`src/rtl/dmem_access_ctrl_if.sv`:
```
// Data-memory request/ack bus between the MEM-stage sequencer and the memory.
interface dmem_access_ctrl_if;
  logic        dmem_req_o;
  logic        dmem_we_o;
  logic [31:0] dmem_addr_o;
  logic [3:0]  dmem_be_o;
  logic [31:0] dmem_wdata_o;
  logic        dmem_ack_i;
  logic [31:0] dmem_rdata_i;

  modport master (
    output dmem_req_o, dmem_we_o, dmem_addr_o, dmem_be_o, dmem_wdata_o,
    input  dmem_ack_i, dmem_rdata_i
  );

  modport slave (
    input  dmem_req_o, dmem_we_o, dmem_addr_o, dmem_be_o, dmem_wdata_o,
    output dmem_ack_i, dmem_rdata_i
  );
endinterface

```
`src/rtl/dmem_access_ctrl.sv`:
```
// MEM-stage sequencer for a variable-latency data memory (req/ack handshake).
// Stalls the upstream pipeline while an access is outstanding and returns
// extended load data. Optional abort-on-timeout: define DMEM_TIMEOUT_EN.
module dmem_access_ctrl #(
  parameter int unsigned TIMEOUT = 15
) (
  input  logic                       clk,
  input  logic                       rst,
  input  logic                       mem_read_i,
  input  logic                       mem_write_i,
  input  logic [2:0]                 funct3_i,
  input  logic [31:0]                addr_i,
  input  logic [31:0]                wdata_i,
  dmem_access_ctrl_if.master         dmem,
  output logic                       stall_o,
  output logic                       wb_bubble_o,
  output logic [31:0]                load_data_o,
  output logic                       misalign_o,
  output logic                       timeout_o
);

  typedef enum logic [1:0] {IDLE, REQ, DONE} state_t;

  if (TIMEOUT < 1) begin : g_timeout_chk
    $error("TIMEOUT must be at least 1");
  end

  state_t      state, state_d;
  logic        acc, illegal, start;
  logic [3:0]  be_d;
  logic [31:0] wdata_d;
  logic [31:0] addr_q, wdata_q, load_q, load_ext;
  logic [3:0]  be_q;
  logic [2:0]  f3_q;
  logic        we_q;
  logic        in_req;

  assign acc    = mem_read_i | mem_write_i;
  assign in_req = (state == REQ);

  // Size decode: legality, byte enables and lane-replicated store data
  always_comb begin
    illegal = 1'b0;
    be_d    = '0;
    wdata_d = wdata_i;
    case (funct3_i)
      3'b000, 3'b100: begin
        be_d    = 4'b0001 << addr_i[1:0];
        wdata_d = {4{wdata_i[7:0]}};
      end
      3'b001, 3'b101: begin
        illegal = addr_i[0];
        be_d    = 4'b0011 << {addr_i[1], 1'b0};
        wdata_d = {2{wdata_i[15:0]}};
      end
      3'b010: begin
        illegal = (addr_i[1:0] != 2'b00);
        be_d    = 4'b1111;
      end
      default: illegal = 1'b1;
    endcase
  end

  // Load lane select and sign/zero extension of the returned word
  always_comb begin
    logic [31:0] byte_sh, half_sh;
    byte_sh = dmem.dmem_rdata_i >> {addr_q[1:0], 3'b000};
    half_sh = dmem.dmem_rdata_i >> {addr_q[1], 4'b0000};
    case (f3_q)
      3'b000:  load_ext = {{24{byte_sh[7]}}, byte_sh[7:0]};
      3'b100:  load_ext = {24'h0, byte_sh[7:0]};
      3'b001:  load_ext = {{16{half_sh[15]}}, half_sh[15:0]};
      3'b101:  load_ext = {16'h0, half_sh[15:0]};
      default: load_ext = dmem.dmem_rdata_i;
    endcase
  end

`ifdef DMEM_TIMEOUT_EN
  localparam int unsigned CW = $clog2(TIMEOUT + 1);
  logic [CW-1:0] req_cnt;
  logic          at_limit, timeout_hit, timeout_q;

  // req_cnt counts REQ cycles already elapsed, so the limit is seen in the TIMEOUT-th REQ cycle
  assign at_limit = (req_cnt == CW'(TIMEOUT - 1));

  // REQ cycle counter, cleared whenever a new access starts
  always_ff @(posedge clk or posedge rst) begin
    if (rst)         req_cnt <= '0;
    else if (start)  req_cnt <= '0;
    else if (in_req) req_cnt <= req_cnt + CW'(1);
  end

  // Abort pulse, visible during the DONE cycle that follows the abort
  always_ff @(posedge clk or posedge rst) begin
    if (rst) timeout_q <= 1'b0;
    else     timeout_q <= timeout_hit;
  end

  assign timeout_o = timeout_q;
`else
  assign timeout_o = 1'b0;
`endif

  // Next-state and handshake/stall outputs; reset forces everything idle
  always_comb begin
    state_d     = state;
    start       = 1'b0;
    stall_o     = 1'b0;
    wb_bubble_o = 1'b0;
    misalign_o  = 1'b0;
`ifdef DMEM_TIMEOUT_EN
    timeout_hit = 1'b0;
`endif
    if (!rst) begin
      case (state)
        IDLE: begin
          if (acc) begin
            if (illegal) begin
              misalign_o = 1'b1;
            end else begin
              start       = 1'b1;
              stall_o     = 1'b1;
              wb_bubble_o = 1'b1;
              state_d     = REQ;
            end
          end
        end
        REQ: begin
          stall_o     = 1'b1;
          wb_bubble_o = 1'b1;
          if (dmem.dmem_ack_i) begin
            state_d = DONE;
          end
`ifdef DMEM_TIMEOUT_EN
          else if (at_limit) begin
            timeout_hit = 1'b1;
            state_d     = DONE;
          end
`endif
        end
        DONE:    state_d = IDLE;
        default: state_d = IDLE;
      endcase
    end
  end

  // State register
  always_ff @(posedge clk or posedge rst) begin
    if (rst) state <= IDLE;
    else     state <= state_d;
  end

  // Access registers captured at start and held for the whole request; load result capture
  always_ff @(posedge clk or posedge rst) begin
    if (rst) begin
      addr_q  <= '0;
      wdata_q <= '0;
      be_q    <= '0;
      f3_q    <= '0;
      we_q    <= 1'b0;
      load_q  <= '0;
    end else begin
      if (start) begin
        addr_q  <= addr_i;
        wdata_q <= wdata_d;
        be_q    <= be_d;
        f3_q    <= funct3_i;
        we_q    <= mem_write_i;
      end
      if (in_req && dmem.dmem_ack_i && !we_q) load_q <= load_ext;
`ifdef DMEM_TIMEOUT_EN
      else if (timeout_hit) load_q <= '0;
`endif
    end
  end

  assign dmem.dmem_req_o   = in_req;
  assign dmem.dmem_we_o    = in_req & we_q;
  assign dmem.dmem_be_o    = in_req ? be_q : '0;
  assign dmem.dmem_addr_o  = {addr_q[31:2], 2'b00};
  assign dmem.dmem_wdata_o = wdata_q;
  // Illegal access reports zero load data without disturbing the held result
  assign load_data_o       = misalign_o ? '0 : load_q;

endmodule

```
`src/flat_wrapper.sv`:
```
// flat-port wrapper written by rule: the top's interface ports become plain ports
module dmem_access_ctrl_flat 
#(
  parameter int unsigned TIMEOUT = 15
)
  (clk, rst, mem_read_i, mem_write_i, funct3_i, addr_i, wdata_i, stall_o, wb_bubble_o, load_data_o, misalign_o, timeout_o, dmem_dmem_req_o, dmem_dmem_we_o, dmem_dmem_addr_o, dmem_dmem_be_o, dmem_dmem_wdata_o, dmem_dmem_ack_i, dmem_dmem_rdata_i);
  dmem_access_ctrl_if dmem_i ();
  input  logic clk;
  input  logic rst;
  input  logic mem_read_i;
  input  logic mem_write_i;
  input  logic [2:0] funct3_i;
  input  logic [31:0] addr_i;
  input  logic [31:0] wdata_i;
  output logic stall_o;
  output logic wb_bubble_o;
  output logic [31:0] load_data_o;
  output logic misalign_o;
  output logic timeout_o;
  output wire logic [$bits(dmem_i.dmem_req_o)-1:0] dmem_dmem_req_o;
  output wire logic [$bits(dmem_i.dmem_we_o)-1:0] dmem_dmem_we_o;
  output wire logic [$bits(dmem_i.dmem_addr_o)-1:0] dmem_dmem_addr_o;
  output wire logic [$bits(dmem_i.dmem_be_o)-1:0] dmem_dmem_be_o;
  output wire logic [$bits(dmem_i.dmem_wdata_o)-1:0] dmem_dmem_wdata_o;
  input wire logic [$bits(dmem_i.dmem_ack_i)-1:0] dmem_dmem_ack_i;
  input wire logic [$bits(dmem_i.dmem_rdata_i)-1:0] dmem_dmem_rdata_i;
  assign dmem_dmem_req_o = dmem_i.dmem_req_o;
  assign dmem_dmem_we_o = dmem_i.dmem_we_o;
  assign dmem_dmem_addr_o = dmem_i.dmem_addr_o;
  assign dmem_dmem_be_o = dmem_i.dmem_be_o;
  assign dmem_dmem_wdata_o = dmem_i.dmem_wdata_o;
  assign dmem_i.dmem_ack_i = dmem_dmem_ack_i;
  assign dmem_i.dmem_rdata_i = dmem_dmem_rdata_i;
  dmem_access_ctrl #(.TIMEOUT(TIMEOUT)) u_core (.clk(clk), .rst(rst), .mem_read_i(mem_read_i), .mem_write_i(mem_write_i), .funct3_i(funct3_i), .addr_i(addr_i), .wdata_i(wdata_i), .dmem(dmem_i), .stall_o(stall_o), .wb_bubble_o(wb_bubble_o), .load_data_o(load_data_o), .misalign_o(misalign_o), .timeout_o(timeout_o));
endmodule
```
`config.mk`:
```
export PLATFORM = sky130hd
export DESIGN_NAME = dmem_access_ctrl_flat
export DESIGN_NICKNAME = d
export VERILOG_FILES = /design/src/rtl/dmem_access_ctrl_if.sv /design/src/rtl/dmem_access_ctrl.sv /design/src/flat_wrapper.sv
export SDC_FILE = /design/constraint.sdc
export NUM_CORES = 1
export LEC_CHECK = 0
export CAP_MARGIN = 30
export CORE_ASPECT_RATIO = 1.2
export CORE_MARGIN = 2
export CORE_UTILIZATION = 40
export DETAILED_ROUTE_END_ITERATION = 10
export GPL_ROUTABILITY_DRIVEN = 0
export PLACE_DENSITY = 0.78
export SYNTH_ARGS = -nofsm -noshare
export SYNTH_HDL_FRONTEND = slang
export SYNTH_SLANG_ARGS = --single-unit
```
`constraint.sdc`:
```
create_clock -name clk -period 7.43 [get_ports clk]
set_input_delay 1.8575 -clock clk [delete_from_list [all_inputs] [get_ports clk]]
set_output_delay 1.8575 -clock clk [all_outputs]
set_load 0.02 [all_outputs]
```
==> impl_metrics.tcl, run 1 <==
set metrics [dict create \
    clk_pin_slew_ps 60 \
    min_to "u_core.dmem.dmem_wdata_o[11]" \
    final.setup.tns_ps 0 \
    start_kind "primary input" \
    ys_seq_elements 106 \
    place_hpwl_mm 11.1 \
    syn_area_per_cell_um2 10.1 \
    place_area_mm2 0.00739 \
    vdd_drop_max_uv 204 \
    placed_cells 853 \
    drc 0 \
    synth_compound_area_frac 0.0922 \
    synthAdderAreaFrac 0 \
    slew-limit-headroom 0.367 \
    grt_overflow 0 \
    fin_crit_sh 0.861 \
    diodes 0 \
    fp.dieH_um 132 \
    yosys.area.top_type "dfrtp_1" \
    synthCells 541 \
    reg2reg_slack_ps 5180 \
    synth-xor-area-share 0 \
    dieArea_mm2 0.0146 \
    multi_input_area_mm2 0.00237 \
    cp_max_fo 33 \
    worstPathArrival_ps 4540 \
    io_pins 210 \
    clock_latency_ps 340 \
    cts_resized 0 \
    synthMuxAreaShare 0.166 \
    fin_nets 800 \
    finalNonFillerCells 868 \
    drtAntennaViolNets 0 \
    r2r-start "u_core.addr_q[1]" \
    ys_warn_count 0 \
    grt_pass1_vias 4634 \
    r2r-end "u_core.load_q[10]" \
    port_buffers 206 \
    ff_latch_area_mm2 0.00265 \
    critical_path_class "in -> out" \
    fmax_mhz 156 \
    max_cap_violations 0 \
    grt_pass1_wl_mm 23.9 \
    finalPower_mw 2.87 \
    syn_to_final_growth_pct 41.0 \
    p_leak_nw 3.26 \
    core-area_mm2 0.0133 \
    finalSetupViolCount 0 \
    final_common_cell "clkdlybuf4s50_1" \
    slew_viol_final 0 \
    end_kind "output pin" \
    synth_flop_cell "dfrtp_1" \
    die_w_um 111 \
    grt_max_degree 82 \
    tightestPinTransition_ps 945 \
    grt_usage 0.202 \
    rsz0062_at_grt "false" \
    via_per_inst 5.18 \
    pwr_density_cell_mw_per_mm2 373 \
    min_from "u_core.dmem.dmem_wdata_o[11]" \
    period_minus_slack_ps 6400 \
    yosys-top-cells-area "dfrtp_1 (49%), mux2_2 (11%), mux2i_1 (5.5%)" \
    synth_top_family_by_area "simple AND/OR/NAND/NOR gates" \
    design_area_mm2 0.00771 \
    cts_buffers 9 \
    hp-class "reg -> reg" \
    htree_num_levels 3 \
    vias 4496 \
    utilization 0.580 \
    rows 46 \
    antenna_found_initial 0 \
    wire_per_inst_um 16.9 \
    fillCellCount 1151 \
    synth.distinct_cells 36 \
    synth_edf_count 0 \
    clock-sinks 106 \
    synth_top_area_share 0.485 \
    min_path_cells 2 \
    wl_mm 14.7 \
    syn_area_mm2 0.00547 \
    postCtsHoldBufs 0 \
    drive_gt1_frac 0.117 \
    post_cts_buffers 0 \
    final-hold-violation-count 0 \
    r2r_cells 4 \
    seq_area_frac_synth 0.485 \
    cts-root-buf "clkbuf_16" \
    required_ps 5570 \
    drt_iter0_markers 178 \
    start_util 0.411 \
    layout_common_cells "clkdlybuf4s50_1 (206), dfrtp_1 (106), nand2_1 (59)" \
    async_flop_share 1.00 \
    outcome "completed" \
    cts_tree "built" \
    fin_skew_ps 7.87 \
    synth_simple_gate_area_frac 0.170 \
    firstDrtPassIters 6 \
    cts_buffer_depth 2 \
]
## how the worst max path moves through the flow
stage | from | end | slack (ps) | cells after the start
floorplan | funct3_i[0] | load_data_o[22] | 2500 | 6
global placement | addr_i[0] | load_data_o[9] | 1040 | 6
detailed placement | addr_i[0] | load_data_o[22] | 1010 | 6
CTS | addr_i[0] | load_data_o[22] | 1010 | 6
global route | addr_i[0] | load_data_o[7] | 800 | 6
finish | addr_i[0] | load_data_o[22] | 1030 | 6
## routing by layer
layer / track usage / vias up / wire, um
li1: - / 2123 / -
met1: 0.231 / 2169 / 5570
met2: 0.350 / 181 / 7450
met3: 0.0768 / 23 / 1330
met4: 0.0604 / 0 / 340
met5: 0 / - / 0
## cells by family (layout without fill, tap and decap cells)
kind of cell | Yosys count | count (layout)
compound gates | 91 | 91
buf+inv | 76 | 233
flops | 106 | 106
mux | 84 | 84
other cells | 1 | 3
simple gates | 183 | 183
## report_power, final
part	internal, mW	total [mW]	switching (mW)
logic	0.698	1.36	0.659
clock network	0.312	0.509	0.197
registers	0.825	1.01	0.181
## state kept, by name, indices dropped and copies added (netlist names)
name	cells
u_core.addr_q	32
u_core.dmem.dmem_wdata_o	32
u_core.load_q	32
u_core.be_q	4
u_core.f3_q	3
u_core.state	2
u_core.we_q	1
## cells in the mapped netlist (6+ instances only)
cell type / instances
mux2i_1: 30
dfrtp_1: 106
clkbuf_1: 26
mux2_2: 54
nand3_1: 35
nor2_1: 20
nand2_1: 59
a21oi_1: 32
o21ai_0: 42
buf_4: 35
and2_1: 37
buf_6: 6
nand3b_1: 9
## stage by stage
| stage | hold slack [ps] | worst slack, ps |
|---|---|---|
| after global routing | 515 | 805 |
| after detailed placement | 470 | 1010 |
| final | 480 | 1030 |
| after CTS | 485 | 1010 |
| after floorplan | 442 | 2500 |
| after global placement | 460 | 1040 |
## worst max-delay path, stage by stage
cell and delay (ps):
clkdlybuf4s50_1 550, nor4_1 90, or2_2 310, nand3b_1 720, and2_1 460, clkdlybuf4s50_1 540
## layout make-up
class	count	share of cell area
multi-input combinational	361	0.307
sequential	106	0.344
tap	168	0.0273
clock buffer	13	0.0338
timing repair buffer	214	0.277
inverter	4	0.00227
clock inverter	2	0.00779
Note: power is estimated with default switching activity, not from simulation.
==> run 2, diff against run 1 <==
- CORE_UTILIZATION: 40 -> 44
- PLACE_DENSITY: 0.78 -> 0.84
- clock period: 7.43 -> 6 ns (I/O delays scaled with it)
==> run 2 against run 1 <==
- cell area rose by 0.88%
- via count up 1.3%
- non-clock buffer count is 1 higher
- register-to-register slack lost 1500 ps
- clock skew down 1.8 ps
- critical endpoint is now load_data_o[17]
==> impl_metrics.tcl, run 2 (same netlist as run 1, synthesis figures left out) <==
set metrics [dict create \
    pwr_density_cell_mw_per_mm2 469 \
    finalPower_mw 3.65 \
    dieArea_mm2 0.0133 \
    hp-class "reg -> reg" \
    grt_pass1_wl_mm 23.0 \
    intPower_mw 2.35 \
    drt_iter0_markers 131 \
    fin_crit_sh 0.862 \
    critical_path_class "in -> out" \
    outcome "completed" \
    pwr-share-clk 0.193 \
    cts_buffer_depth 2 \
    clock-sinks 106 \
    finalNonFillerCells 862 \
    post_cts_buffers 0 \
    syn_to_final_growth_pct 42.2 \
    postCtsHoldBufs 0 \
    end_kind "output pin" \
    placed_cells 845 \
    firstDrtPassIters 4 \
    p_leak_nw 3.29 \
    path_cells "clkdlybuf4s50_1 > nor4_1 > or2_2 > nand3b_1 > buf_4 > and2_1 > clkdlybuf4s50_1" \
    fillCellCount 971 \
    diodes 0 \
    required_ps 4500 \
    start_kind "primary input" \
    switching_power_mw 1.30 \
    design_area_mm2 0.00777 \
    die_w_um 106 \
    path_common_cell "clkdlybuf4s50_1" \
    cts_tree "built" \
    place_hpwl_mm 10.7 \
    max_stage_delay_ps 600 \
    grt_usage 0.216 \
    clk_pin_slew_ps 70 \
    fmax_mhz 193 \
    setup_slack_ps 825 \
    grt_pass1_vias 4664 \
    place_area_mm2 0.00736 \
    max_cap_violations 0 \
    slew_viol_final 0 \
    vdd_drop_max_uv 217 \
    vias 4554 \
    rows 44 \
    fin_nets 801 \
    start_util 0.451 \
    reg2reg_slack_ps 3710 \
    slew-limit-headroom 0.413 \
    tightestPinTransition_ps 877 \
    cts-root-buf "clkbuf_16" \
    cp_max_fo 33 \
    switching_share 0.356 \
    via_per_inst 5.28 \
    final_common_cell "clkdlybuf4s50_1" \
    crit_slowest_cell "clkdlybuf4s50_1" \
    cts_buffers 9 \
    grt_overflow 0 \
    htree_num_levels 3 \
    drc 0 \
    antenna_found_initial 0 \
    fp.dieH_um 126 \
    port_buffers 206 \
    finalSetupViolCount 0 \
    final.setup.tns_ps 0 \
    path_buf_inv 3 \
    wl_mm 14.4 \
    critPathTopFamily "buffers and inverters" \
    p_comb_frac 0.468 \
    clock_latency_ps 340 \
    final-hold-violation-count 0 \
    worstPathArrival_ps 3670 \
    drive_gt1_frac 0.120 \
    pre_cts_ws_ps 824 \
    grt_max_degree 99 \
    wire_per_inst_um 16.7 \
    fin_skew_ps 6.04 \
    cts_resized 0 \
    rsz0062_at_grt "false" \
    drtAntennaViolNets 0 \
    layout_common_cells "clkdlybuf4s50_1 (206), dfrtp_1 (106), nand2_1 (59)" \
    period_minus_slack_ps 5170 \
    seqPwrFrac 0.339 \
    io_pins 210 \
    core-area_mm2 0.0121 \
]
-- run 2: cell types whose count changed in the layout (fill, tap and decap cells not counted) --
cell | previous run | this run
buf_16 | 0 | 2
bufinv_16 | 2 | 4
clkbuf_8 | 2 | 0
buf_8 | 2 | 1
clkbuf_1 | 2 | 1
clkinvlp_4 | 0 | 1
-- run 2: layout make-up --
cell class                 count  area, um^2  share of cell area
sequential                   106        2650               0.341
multi-input combinational    361        2370               0.305
timing repair buffer         215        2180               0.280
clock buffer                  10         229              0.0294
tap                          161         201              0.0259
clock inverter                 5         128              0.0164
inverter                       4        17.5             0.00225
-- run 2: final timing paths --
kind | from | end | depth (start not counted)
worst max-delay path | addr_i[0] | load_data_o[17] | 7
worst min-delay path | u_core.dmem.dmem_wdata_o[9] | u_core.dmem.dmem_wdata_o[9] | 2
worst max register to register | u_core.addr_q[1] | u_core.load_q[8] | 4
worst min register to register | u_core.dmem.dmem_wdata_o[9] | u_core.dmem.dmem_wdata_o[9] | 2
max in group asynchronous | rst | u_core.load_q[15] | 3
min in group asynchronous | rst | u_core.be_q[3] | 2
-- run 2: power by group through the flow --
stage	Sequential, mW	Combinational [mW]	Clock (mW)
detailed placement	1.27	1.67	0
finish	1.24	1.71	0.702
global route	1.28	1.82	0.744
global placement	1.25	1.63	0
floorplan	1.26	0.984	0
CTS	1.26	1.68	0.717
-- run 2: stage by stage --
step	hold slack [ps]	utilization
after detailed placement	469	0.608
after global placement	460	0.607
after global routing	511	0.642
after CTS	484	0.637
final	477	0.642
after floorplan	442	-
-- run 2: metal layers --
| metal | global-route usage | up-vias | routed length (um) |
|---|---|---|---|
| met3 | 0.0782 | 30 | 1310 |
| met2 | 0.373 | 212 | 7150 |
| met4 | 0.0828 | 0 | 431 |
| li1 | - | 2126 | - |
| met1 | 0.245 | 2186 | 5510 |
| met5 | 0 | - | 0 |
-- run 2: worst reg2reg max path, delay by kind of cell (launching register included) --
kind / cells / cell delay, ps
compound gates: 2 / 730
flops: 1 / 910
mux: 2 / 510
